<file path="src/rtl/seq_detect_param.sv">
// rtl/seq_detect_param.sv - parametrised serial bit-sequence detector
// Mealy/Moore match outputs, runtime pattern/overlap config, saturating match counter.
module seq_detect_param #(
   parameter int SEQ_W = 4,
   parameter int CNT_W = 8
) (
   input  logic             clk,
   input  logic             rst,
   input  logic             din,
   input  logic             din_vld,
   input  logic             cfg_load,
   input  logic [SEQ_W-1:0] pattern,
   input  logic             overlap,
   input  logic             clr_cnt,
   output logic             dout_mealy,
   output logic             dout_moore,
   output logic [CNT_W-1:0] match_cnt,
   output logic             cnt_sat
);

   localparam int FILL_W = (SEQ_W > 2) ? $clog2(SEQ_W) : 1;
   localparam logic [FILL_W-1:0] FILL_MAX = FILL_W'(SEQ_W - 1);

   logic [SEQ_W-1:0] pat_q, pat_d;
   logic             ovl_q, ovl_d;
   logic [SEQ_W-2:0] hist_q, hist_d;
   logic [FILL_W-1:0] fill_q, fill_d;
   logic             moore_q, moore_d;
   logic [CNT_W-1:0] cnt_q, cnt_d;

   logic [SEQ_W-1:0] window;
   logic             full;
   logic             match;

   always_comb begin
      // window is the candidate sequence: stored history followed by the incoming bit
      window  = {hist_q, din};
      full    = (fill_q == FILL_MAX);
      match   = din_vld & ~cfg_load & ~rst & full & (window == pat_q);

      pat_d   = pat_q;
      ovl_d   = ovl_q;
      hist_d  = hist_q;
      fill_d  = fill_q;
      moore_d = match;
      cnt_d   = cnt_q;

      if (cfg_load) begin
         pat_d  = pattern;
         ovl_d  = overlap;
         hist_d = '0;
         fill_d = '0;
      end else if (din_vld) begin
         hist_d = window[SEQ_W-2:0];
         fill_d = full ? fill_q : fill_q + 1'b1;
         if (match && !ovl_q) begin
            hist_d = '0;
            fill_d = '0;
         end
      end

      if (clr_cnt)
         cnt_d = '0;
      else if (match && !(&cnt_q))
         cnt_d = cnt_q + 1'b1;
   end

   always_ff @(posedge clk) begin
      if (rst) begin
         pat_q   <= '0;
         ovl_q   <= 1'b1;
         hist_q  <= '0;
         fill_q  <= '0;
         moore_q <= 1'b0;
         cnt_q   <= '0;
      end else begin
         pat_q   <= pat_d;
         ovl_q   <= ovl_d;
         hist_q  <= hist_d;
         fill_q  <= fill_d;
         moore_q <= moore_d;
         cnt_q   <= cnt_d;
      end
   end

   assign dout_mealy = match;
   assign dout_moore = moore_q;
   assign match_cnt  = cnt_q;
   assign cnt_sat    = &cnt_q;

endmodule
</file>
<file path="config.mk">
export PLATFORM = sky130hd
export DESIGN_NAME = seq_detect_param
export DESIGN_NICKNAME = d
export VERILOG_FILES = /design/src/rtl/seq_detect_param.sv
export SDC_FILE = /design/constraint.sdc
export NUM_CORES = 1
export LEC_CHECK = 0
export ABC_AREA = 0
export BUFFER_PORTS_ARGS = -buffer_cell sky130_fd_sc_hd__buf_2
export CORE_ASPECT_RATIO = 0.8
export CORE_MARGIN = 2
export CORE_UTILIZATION = 45
export CTS_CLUSTER_DIAMETER = 40
export CTS_CLUSTER_SIZE = 30
export DETAILED_ROUTE_END_ITERATION = 12
export GPL_TIMING_DRIVEN = 0
export PLACE_DENSITY = 0.71
export SLEW_MARGIN = 20
export SYNTH_ARGS = -nofsm -noshare
export SYNTH_HDL_FRONTEND = slang
export SYNTH_SLANG_ARGS = --single-unit
</file>
<file path="constraint.sdc">
create_clock -name clk -period 1.7 [get_ports clk]
set_input_delay 0.085 -clock clk [delete_from_list [all_inputs] [get_ports clk]]
set_output_delay 0.085 -clock clk [all_outputs]
set_load 0.005 [all_outputs]
</file>
Word-level counts from Yosys, hierarchy flattened --
Cells that the tools add are included.
Word-level totals: bits in registers 19, output and inout bits 11, input port bits 11
Operators by class: bitwise operators 6, reduce and logical (&&, ||, !) cells 8, multiplexer cells 3, equality and inequality tests 3, add/sub/neg operators 2
Operators with widths (count):
- 8-bit by 1-bit adder with 8-bit output, second input constant | 1
- 8-bit AND reduction | 1
- 1-bit bitwise AND | 4
- 4-bit == test | 1
- 2-bit two-way mux | 2
- 2-bit OR reduction | 2
- 3-bit two-way mux | 1
- 2-bit by 1-bit adder with 2-bit output, second input constant | 1
- 2-bit == test, second input constant | 1
- 1-bit logical AND | 2
- 1-bit logical NOT | 2
- 2-bit by 1-bit != test with 1-bit output, second input constant | 1
- 1-bit inverter | 2
- 2-bit AND reduction | 1

Logic depth before layout (Yosys ltp) --
Gate-level depths: netlist of the first run.
depth in word-level cells 8, mapped depth 8, mapped depth without buffers 6

Least setup slack after synthesis of the first run --
No wires, ideal clock.
kind register to register, start point register fill_q[0], end point register cnt_q[7] (netlist: match_cnt[7]), stages on the path, launching flop included 7, data arrival time 1.592 ns, path slack 0.039 ns, data required time 1.630 ns, library setup time 0.070 ns, cells stage by stage dfxtp_1 > ha_1 > nand2_1 > a2111oi_4 > nand4_2 > or3_1 > a21oi_1
Between the ends: word-level cells in the longest chain between the ends 4
RTL lines:
- start: declaration | RTL line 27 | logic [FILL_W-1:0] fill_q, fill_d;
- start signal: assignment | RTL line 80 | fill_q <= fill_d;
- 2-bit == test | RTL line 38 | full = (fill_q == FILL_MAX);
- 1-bit bitwise AND (2 in series) | RTL line 39 | match = din_vld & ~cfg_load & ~rst & full & (window == pat_q);
- 1-bit logical AND | RTL line 64 | else if (match && !(&cnt_q))
- end signal: assignment | RTL line 82 | cnt_q <= cnt_d;
- end: declaration | RTL line 29 | logic [CNT_W-1:0] cnt_q, cnt_d;
No other way between the ends. A chain may end at the register's enable or synchronous reset.

Worst setup path in the final report of the first run --
start point register fill_q[0], end point output dout_mealy
Between the ends: word-level cells in the longest chain between the ends 3
RTL lines:
- 2-bit == test | RTL line 38
- 1-bit bitwise AND (2 in series) | RTL line 39
- end: declaration | RTL line 15 | output logic dout_mealy,
No other way between the ends.

==> results of run 1 <==
cell type report:
cell class,count,area share [%]
multi-input cells,77,45.5
flip-flops and latches,19,30.4
repair buffers,29,14.7
plain buffers,5,3.85
well taps,25,2.47
clock buffers,3,1.78
inverters,3,0.888
clock inverters,1,0.395
worst max path at each step:
stage,start,to,slack [ns],depth (start not counted)
3_3_place_gp,fill_q[0],match_cnt[5],-0.13,6
3_5_place_dp,fill_q[0],match_cnt[5],-0.16,6
5_1_grt,fill_q[0],hist_q[2],-0.20,7
6_report,fill_q[0],dout_mealy,-0.09,6
4_1_cts,pat_q[1],match_cnt[5],-0.09,6
2_1_floorplan,fill_q[0],match_cnt[7],0.04,6
cells by family after synthesis:
group | after synthesis
XOR/XNOR | 3
buffers and inverters | 8
multiplexers | 5
AO/OA/AOI/OAI | 18
adder cells (fa/ha/maj) | 2
AND/OR/NAND/NOR | 49
flip-flops | 19
synth_stat cells (all sizes together):
master / number / share of area [%]
ha: 2 / 2.5
xor2: 2 / 1.8
nor2: 9 / 3.4
a21o: 1 / 0.76
or2: 2 / 1.3
and3: 5 / 3.4
and2: 1 / 0.63
a211oi: 1 / 0.76
a31oi: 4 / 2.5
a2111oi: 2 / 5.5
clkdlybuf4s25: 1 / 1.0
nand3: 4 / 2.0
inv: 3 / 1.1
o21ai: 2 / 1.0
nor3: 2 / 1.0
and4b: 1 / 1.0
and4: 3 / 2.8
a311oi: 1 / 0.88
and2b: 5 / 4.4
nand2: 6 / 2.3
nor2b: 4 / 2.5
nand4: 2 / 1.9
a211o: 1 / 1.0
xnor2: 1 / 0.88
a22oi: 1 / 0.76
buf: 4 / 3.5
dfxtp: 19 / 38
mux2i: 5 / 5.0
or3: 2 / 1.3
nand4b: 1 / 0.88
a21oi: 5 / 2.5
nand2b: 2 / 1.3
registers in the layout, summed over array words and instances, names as in the netlist:
name,count
pat_q,4
match_cnt,8
ovl_q,1
dout_moore,1
fill_q,2
hist_q,3
timing repair:
action,CTS,global route
gates cloned,0,0
setup endpoints to repair,12,13
resized for setup,6,6
pin swaps,5,7
setup buffers,7,2
hold buffers,1,0
endpoints found under the hold margin,1,0
layout by cell type (no fill, tap or decap), types with 2 or more instances in the layout:
cell type / Yosys / final
inv_1: 3 / 3
a21oi_1: 5 / 4
buf_4: 1 / 7
clkbuf_4: 0 / 3
xor2_1: 2 / 2
nand3_1: 4 / 3
a31oi_1: 4 / 4
dfxtp_1: 19 / 15
and4_1: 2 / 2
and3_2: 2 / 2
and2b_2: 5 / 5
nor2_1: 9 / 9
nor2b_1: 4 / 4
and3_1: 3 / 3
or3_1: 2 / 2
mux2i_1: 5 / 5
nand2b_1: 2 / 2
a2111oi_4: 2 / 2
nand2_1: 6 / 6
nor3_1: 2 / 2
buf_2: 1 / 19
o21ai_0: 2 / 2
buf_6: 2 / 6
dfxtp_2: 0 / 4
power groups by stage:
| stage | Sequential, mW | Clock [mW] | Combinational (mW) |
|---|---|---|---|
| after detailed placement | 0.473 | 0 | 0.0697 |
| after global routing | 0.466 | 0.259 | 0.0906 |
| after CTS | 0.464 | 0.241 | 0.0779 |
| final | 0.464 | 0.236 | 0.0822 |
| after global placement | 0.473 | 0 | 0.0668 |
| after floorplan | 0.470 | 0 | 0.0503 |
through the flow:
stage                     total power [mW]  setup TNS (ns)  util, %  worst slack (ns)  hold slack (ns)
final                                0.783          -0.518     59.8           -0.0910           0.0165
after global routing                 0.815           -1.78     59.8            -0.202          0.00886
after CTS                            0.783          -0.341     57.9           -0.0885          0.00665
after detailed placement             0.543          -0.708     52.7            -0.155            0.309
after global placement               0.540          -0.644     52.7            -0.132            0.302
after floorplan                      0.521               0        -            0.0385            0.157
layer usage:
metal | vias up | global-route usage [%] | part of all wire [%]
met3 | 2 | 6.82 | 5.6
met5 | - | 0 | 0
met1 | 393 | 19.4 | 46
li1 | 440 | - | -
met4 | 0 | 4.76 | 0.56
met2 | 24 | 28.1 | 48
==> results.cfg, run 1 <==
[floorplan]
rows = 15
die_area_mm2 = 0.00260
ios = 22
core-area_mm2 = 0.00212
die_x_um = 56.5
die_h_um = 46
start_util_pct = 46.8

[pwr]
power.share.clock_pct = 30.2
power_density_mw_per_mm2 = 618
p_seq_share_pct = 59.3
max-vdd-ir-drop_uv = 659
swShare_pct = 24.9
p_int_mw = 0.588
combPwrFrac_pct = 10.5
p_sw_mw = 0.195
leakage_nw = 0.549

[place]
numPortBuffers = 19
gp_congestion = 0.689
placed_cell_area_mm2 = 0.00112
hpwlAfterDp_mm = 1.40
dp_cells = 148

[clock_network]
clk_latency_ns = 0.30
cts.sinks = 19
cts-buffers-inserted = 3
cts_tree = done
clk_path_buf_depth = 2
cts_root_buf = clkbuf_4
cts_htree_levels = 1
clkTransAtPathRegs_ns = 0.12

[synthesis]
synth_area_um2 = 992
syn_area_per_cell_um2 = 9.54
synth_top_family_by_area = simple AND/OR/NAND/NOR gates
synth-seq-cells = 19
seq_area_frac_synth_pct = 38.3
synthDistinctLibCells = 38
muxShareOfSynthArea_pct = 5.04
synth-xor-area-share_pct = 2.65
synth_compound_area_share_pct = 15.8
synth_fa_ha_area_share_pct = 2.52
synthCells = 104
synth_fp_nets = 117
synth-warning-count = 0
synthSimpleGateAreaFrac_pct = 30.0

[worst_hold_path]
hold_class = in2reg
min-delay-start = rst
min_to = pat_q[1]
hold_depth = 2

[setup_path]
crit_fanout = 4
reg2reg_from = pat_q[1]
end_kind = output port
crit_family = flip-flops
worst_r2r_endpoint = match_cnt[5]
worstPathRequired_ns = 1.62
crit_type = reg2out
crit_chain = ha_4 -> nand2_1 -> a2111oi_4 -> and3_1 -> buf_6 -> buf_6
cpMaxStageDelayCell = dfxtp_2
r2r_slack_ns = -0.08
arrival_ns = 1.71
start_kind = flip-flop
crit_top_cell = buf_6
rr_worst_depth = 6
cpPeakStageDelay_ns = 0.38
crit_buf_inv = 2

[global_route]
grt_remaining_overflow = 0
grt_pass1_wl_mm = 3.21
grt_use_total_pct = 16.5
grt_max_degree = 12
grt_pass1_vias = 746
antenna_found_initial = 0

[sta]
max_clock_freq_ghz = 0.558
clock_skew_ns = 0.00708
setup_violations = 10
post-route-period-util_pct = 105
slew_headroom_pct = 71.7
hold_viol_final = 0
finalWorstSetupSlack_ns = -0.0910
worst_pin_slew_ns = 0.422
final-max-slew-violation-count = 0
rsz0062_at_grt = true
post-route-min-period_ns = 1.79

[routing]
viasPerCell = 5.30
drtPass1Iterations = 5
route.detailed.drc = 0
post_drt_wl_per_cell_um = 13.3
drt_iter0_drc = 15
vias = 859
drt.antenna.violating_nets = 0
wirelength_mm = 2.15

[finish]
final_nets = 151
final_area_mm2 = 0.00127
drive_above_1_share_pct = 41.6
antennaDiodeCount = 0
final_cell_count_no_fill = 162
fillerInstances = 187
multi_input_area_um2 = 577
syn2layout_area_growth_pct = 27.7
seqCellArea_um2 = 385

[run_status]
violations = setup timing
status = complete, but fails checks

[job]
cap_violations = 0
Power figures use the tool's default switching activity.
==> run 2, diff against run 1 <==
--- a/config.mk
+++ b/config.mk
@@ -7,14 +7,17 @@
 export LEC_CHECK = 0
 export ABC_AREA = 0
 export BUFFER_PORTS_ARGS = -buffer_cell sky130_fd_sc_hd__buf_2
+export CELL_PAD_IN_SITES_DETAIL_PLACEMENT = 1
+export CELL_PAD_IN_SITES_GLOBAL_PLACEMENT = 2
 export CORE_ASPECT_RATIO = 0.8
 export CORE_MARGIN = 2
-export CORE_UTILIZATION = 45
+export CORE_UTILIZATION = 28
 export CTS_CLUSTER_DIAMETER = 40
 export CTS_CLUSTER_SIZE = 30
 export DETAILED_ROUTE_END_ITERATION = 12
 export GPL_TIMING_DRIVEN = 0
-export PLACE_DENSITY = 0.71
+export HOLD_SLACK_MARGIN = 0.05
+export PLACE_DENSITY = 0.72
 export SLEW_MARGIN = 20
 export SYNTH_ARGS = -nofsm -noshare
 export SYNTH_HDL_FRONTEND = slang
==> run 2 against run 1 <==
Against the previous run: design area rose by 12%; clock power rose by 37%; fmax fell by 2.3%; global-route usage fell by 3.1 points; clock-buffer cell count did not move; total power rose by 12%; combinational power rose by 12%; critical path depth fell by 1; routed wire length rose by 27%; the run still ends with setup timing left; die area rose by 55%; utilization fell by 18 points; sequential power barely moved.
==> results.cfg, run 2 (synthesized netlist as in run 1, its figures left out) <==
[finish]
largest_reg_flops = 8
final_nets = 155
drive_above_1_share_pct = 52.5
final_common_cell = buf_2
layout_common_cells = 19 x buf_2, 14 x dfxtp_1, 10 x buf_4, 9 x nor2_1, 7 x buf_6
syn2layout_area_growth_pct = 43.5
antennaDiodeCount = 0
final_area_mm2 = 0.00142

[clock_network]
cts_tree = done
clk_latency_ns = 0.26
cts-buffers-inserted = 3
cts_htree_levels = 1
clkTransAtPathRegs_ns = 0.07
clk_path_buf_depth = 2
cts.sinks = 19
cts_root_buf = clkbuf_8

[setup_path]
crit_fanout = 4
worstPathRequired_ns = 1.89
end_kind = flip-flop
crit_family = simple AND/OR/NAND/NOR gates
crit_buf_inv = 0
cpMaxStageDelayCell = a2111oi_4
start_kind = flip-flop
arrival_ns = 2.03
crit_type = reg2reg
cpPeakStageDelay_ns = 0.42
crit_chain = and2b_2 -> a2111oi_4 -> nand4_2 -> or3_4 -> a21oi_2

[place]
placed_cell_area_mm2 = 0.00114
hpwlAfterDp_mm = 1.74
numPortBuffers = 19
gp_congestion = 0.719

[global_route]
grt_use_total_pct = 13.4
grt_pass1_wl_mm = 4.21
grt_remaining_overflow = 0
grt_max_degree = 12
grt_pass1_vias = 896
antenna_found_initial = 0

[pwr]
power_density_mw_per_mm2 = 617
power.total_mw = 0.878
max-vdd-ir-drop_uv = 433
leakage_nw = 0.589

[sta]
hold_viol_final = 0
slew_headroom_pct = 75.6
clock_skew_ns = 0.00142
setup_tns_ns = -0.829
finalWorstSetupSlack_ns = -0.133
setup_violations = 10
final-max-slew-violation-count = 0
post-route-min-period_ns = 1.83
post-route-period-util_pct = 108
worst_pin_slew_ns = 0.363
hold-worst-slack_ns = 0.0571
max_clock_freq_ghz = 0.546
rsz0062_at_grt = true

[floorplan]
die_h_um = 57.2
rows = 19
core-area_mm2 = 0.00342
die_x_um = 70.6
ios = 22
die_area_mm2 = 0.00404
start_util_pct = 29.0

[job]
cap_violations = 0

[run_status]
status = complete, but fails checks
violations = setup timing

[routing]
wirelength_mm = 2.73
post_drt_wl_per_cell_um = 14.9
drt.antenna.violating_nets = 0
vias = 908
viasPerCell = 4.96
drt_iter0_drc = 36
drtPass1Iterations = 2
route.detailed.drc = 0

[worst_hold_path]
hold_class = in2reg
-- run 2: where the power goes --
group / total (mW) / switching [mW] / internal (mW)
registers: 0.463 / 0.00991 / 0.453
logic: 0.0919 / 0.0435 / 0.0484
clock network: 0.323 / 0.160 / 0.163
total: 0.878 / 0.214 / 0.665
-- run 2: worst paths after layout --
check	from	endpoint	slack (ns)	cells after the start
worst max-delay path	pat_q[3]	match_cnt[7]	-0.13	5
worst min-delay path	pattern[1]	pat_q[1]	0.06	3
worst max register to register	pat_q[3]	match_cnt[7]	-0.13	5
worst min register to register	fill_q[0]	fill_q[0]	0.50	1
-- run 2: timing repair --
action / CTS / global route
buffers inserted: 9 / 5
hold buffers: 1 / 0
endpoints found under the hold margin: 1 / 0
setup endpoints to repair: 13 / 14
gates resized for setup: 7 / 22
pin swaps: 8 / 14
-- run 2: layout make-up --
cell class | count | area, um^2
Clock buffer | 3 | 41.3
Inverter | 3 | 11.3
Timing Repair Buffer | 33 | 220
Multi-Input combinational cell | 77 | 653
Fill cell | 415 | 2000
Tap cell | 42 | 52.6
Clock inverter | 1 | 5.00
Sequential cell | 19 | 392
Buffer | 5 | 48.8
-- run 2: worst min-delay path: cells and delay by family --
family	cells	cell delay (ns)
buffers and inverters	1	0.07
AND/OR/NAND/NOR	1	0.07
multiplexers	1	0.05
-- run 2: stage by stage --
stage	std cells	utilization [%]	setup WS, ns
floorplan	104	-	0.0385
global placement	165	33.3	-0.148
detailed placement	165	33.3	-0.210
CTS	179	37.4	-0.0980
global route	183	41.6	-0.211
finish	183	41.6	-0.133
-- run 2: routing by layer --
layer / track usage [%] / up-vias / part of all wire, %
met3: 3.89 / 2 / 3.6
li1: - / 446 / -
met5: 0 / - / 0
met2: 20.6 / 15 / 47
met4: 4.04 / 0 / 0.59
met1: 18.5 / 445 / 49
==> run 3, diff against run 2 <==
==> constraint.sdc (replaced) <==
create_clock -name clk -period 1.7 [get_ports clk]
set_input_delay 0.085 -clock clk [delete_from_list [all_inputs] [get_ports clk]]
set_output_delay 0.085 -clock clk [all_outputs]
set_load 0.02 [all_outputs]
==> run 3 against run 2 <==
Against the previous run: the flow still finishes with violations (setup timing); final cell count stayed put; die area is the same; register-to-register slack better by 0.03 ns; clock-buffer cell count unchanged; combinational power is 2% lower; routed wire length down 6.0%; global-route usage grew 0.22 points; fmax is 1.6% higher; first-iteration DRC count shrank 72%; via count is 1.7% lower; non-clock buffer count unchanged; largest power group unchanged.
==> results.cfg, run 3 (synthesized netlist as in run 1, its figures left out) <==
[run_status]
status = complete, but fails checks
violations = setup timing

[routing]
viasPerCell = 4.88
drt_iter0_drc = 10
wirelength_mm = 2.56
route.detailed.drc = 0
post_drt_wl_per_cell_um = 14.0
drt.antenna.violating_nets = 0
vias = 893
drtPass1Iterations = 2

[pwr]
power.total_mw = 0.878
power_density_mw_per_mm2 = 626
leakage_nw = 0.584
max-vdd-ir-drop_uv = 418

[clock_network]
clk_latency_ns = 0.26
clk_path_buf_depth = 2
cts-buffers-inserted = 3
clkTransAtPathRegs_ns = 0.07
cts_root_buf = clkbuf_8
cts.sinks = 19
cts_tree = done
cts_htree_levels = 1

[sta]
clock_skew_ns = 0.00171
final-max-slew-violation-count = 0
hold_viol_final = 0
setup_violations = 13
worst_pin_slew_ns = 0.390
post-route-min-period_ns = 1.80
finalWorstSetupSlack_ns = -0.105
max_clock_freq_ghz = 0.554
slew_headroom_pct = 73.8
rsz0062_at_grt = true
post-route-period-util_pct = 106

[setup_path]
cp-startpoint = pat_q[3]
cp-endpoint = dout_mealy
rr_worst_depth = 8
reg2reg_from = pat_q[3]
crit_fanout = 5
worst_r2r_endpoint = match_cnt[2]
r2r_slack_ns = -0.10
start_kind = flip-flop
arrival_ns = 1.72
worstPathRequired_ns = 1.62
crit_type = reg2out
end_kind = output port

[place]
hpwlAfterDp_mm = 1.74
numPortBuffers = 19
place_ws_ns = -0.210
gp_congestion = 0.719

[job]
cap_violations = 0

[finish]
largest_reg_flops = 8
syn2layout_area_growth_pct = 41.2
fillerInstances = 420
drive_above_1_share_pct = 47.5
final_nets = 155
antennaDiodeCount = 0
layout_common_cells = 19 x buf_2, 14 x dfxtp_1, 11 x buf_4, 9 x nor2_1, 6 x buf_6
final_common_cell = buf_2

[worst_hold_path]
hold_class = in2reg

[floorplan]
start_util_pct = 29.0
die_x_um = 70.6
die_h_um = 57.2
ios = 22
core-area_mm2 = 0.00342
die_area_mm2 = 0.00404
rows = 19

[global_route]
antenna_found_initial = 0
grt_remaining_overflow = 0
grt_use_total_pct = 13.6
grt_pass1_wl_mm = 4.24
grt_max_degree = 12
grt_pass1_vias = 888
run 3: timing repair:
item                                    CTS  global route
pin swaps                                 9            14
hold buffers                              1             0
buffers inserted                          9             4
endpoints found under the setup margin   13            14
gates resized for setup                  10            13
endpoints found under the hold margin     1             0
run 3: how the worst min path moves through the flow:
stage,startpoint,endpoint,slack (ns),cells past startpoint
4_1_cts,pattern[1],pat_q[1],0.05,3
5_1_grt,pattern[1],pat_q[1],0.07,3
3_5_place_dp,overlap,ovl_q,0.31,2
2_1_floorplan,rst,pat_q[0],0.16,1
6_report,pattern[1],pat_q[1],0.06,3
3_3_place_gp,overlap,ovl_q,0.31,2
run 3: area by class of cell:
cell class / count / area, um^2 / area share [%]
clock inverter: 1 / 5.00 / 0.357
sequential: 19 / 389 / 27.8
multi-input combinational: 77 / 637 / 45.4
clock buffer: 3 / 41.3 / 2.95
timing repair buffer: 33 / 216 / 15.4
inverter: 3 / 11.3 / 0.804
buffer: 5 / 48.8 / 3.48
tap: 42 / 52.6 / 3.75
run 3: report_power, final:
part           leakage, nW  internal (mW)  switching (mW)
clock               0.0255          0.163           0.160
combinational        0.402         0.0481          0.0423
sequential           0.157          0.454         0.00999
total                0.584          0.666           0.212
run 3: per-stage QoR:
stage	instances	utilization, %	setup TNS (ns)	area (um^2)	hold WS (ns)
3_5_place_dp	165	33.3	-1.36	1140	0.306
4_1_cts	179	37.8	-0.771	1290	0.0534
2_1_floorplan	104	-	0	992	0.157
3_3_place_gp	165	33.3	-0.915	1140	0.307
6_report	183	40.9	-0.664	1400	0.0578
5_1_grt	183	40.9	-1.81	1400	0.0660
run 3: routing by layer:
layer	up-vias	routed length (um)	part of all wire (%)	global-route usage (%)
met4	0	16	0.62	4.58
met3	2	97	3.8	3.89
met2	15	1170	46	21.3
li1	450	-	-	-
met5	-	0	0	0
met1	426	1280	50	18.4
run 3: critical path, cell delays in order, from the launching register on:
cell,delay [ns]
dfxtp_2,0.34
and2b_2,0.23
a2111oi_4,0.30
buf_4,0.18
and3_1,0.17
buf_6,0.12
buf_6,0.11
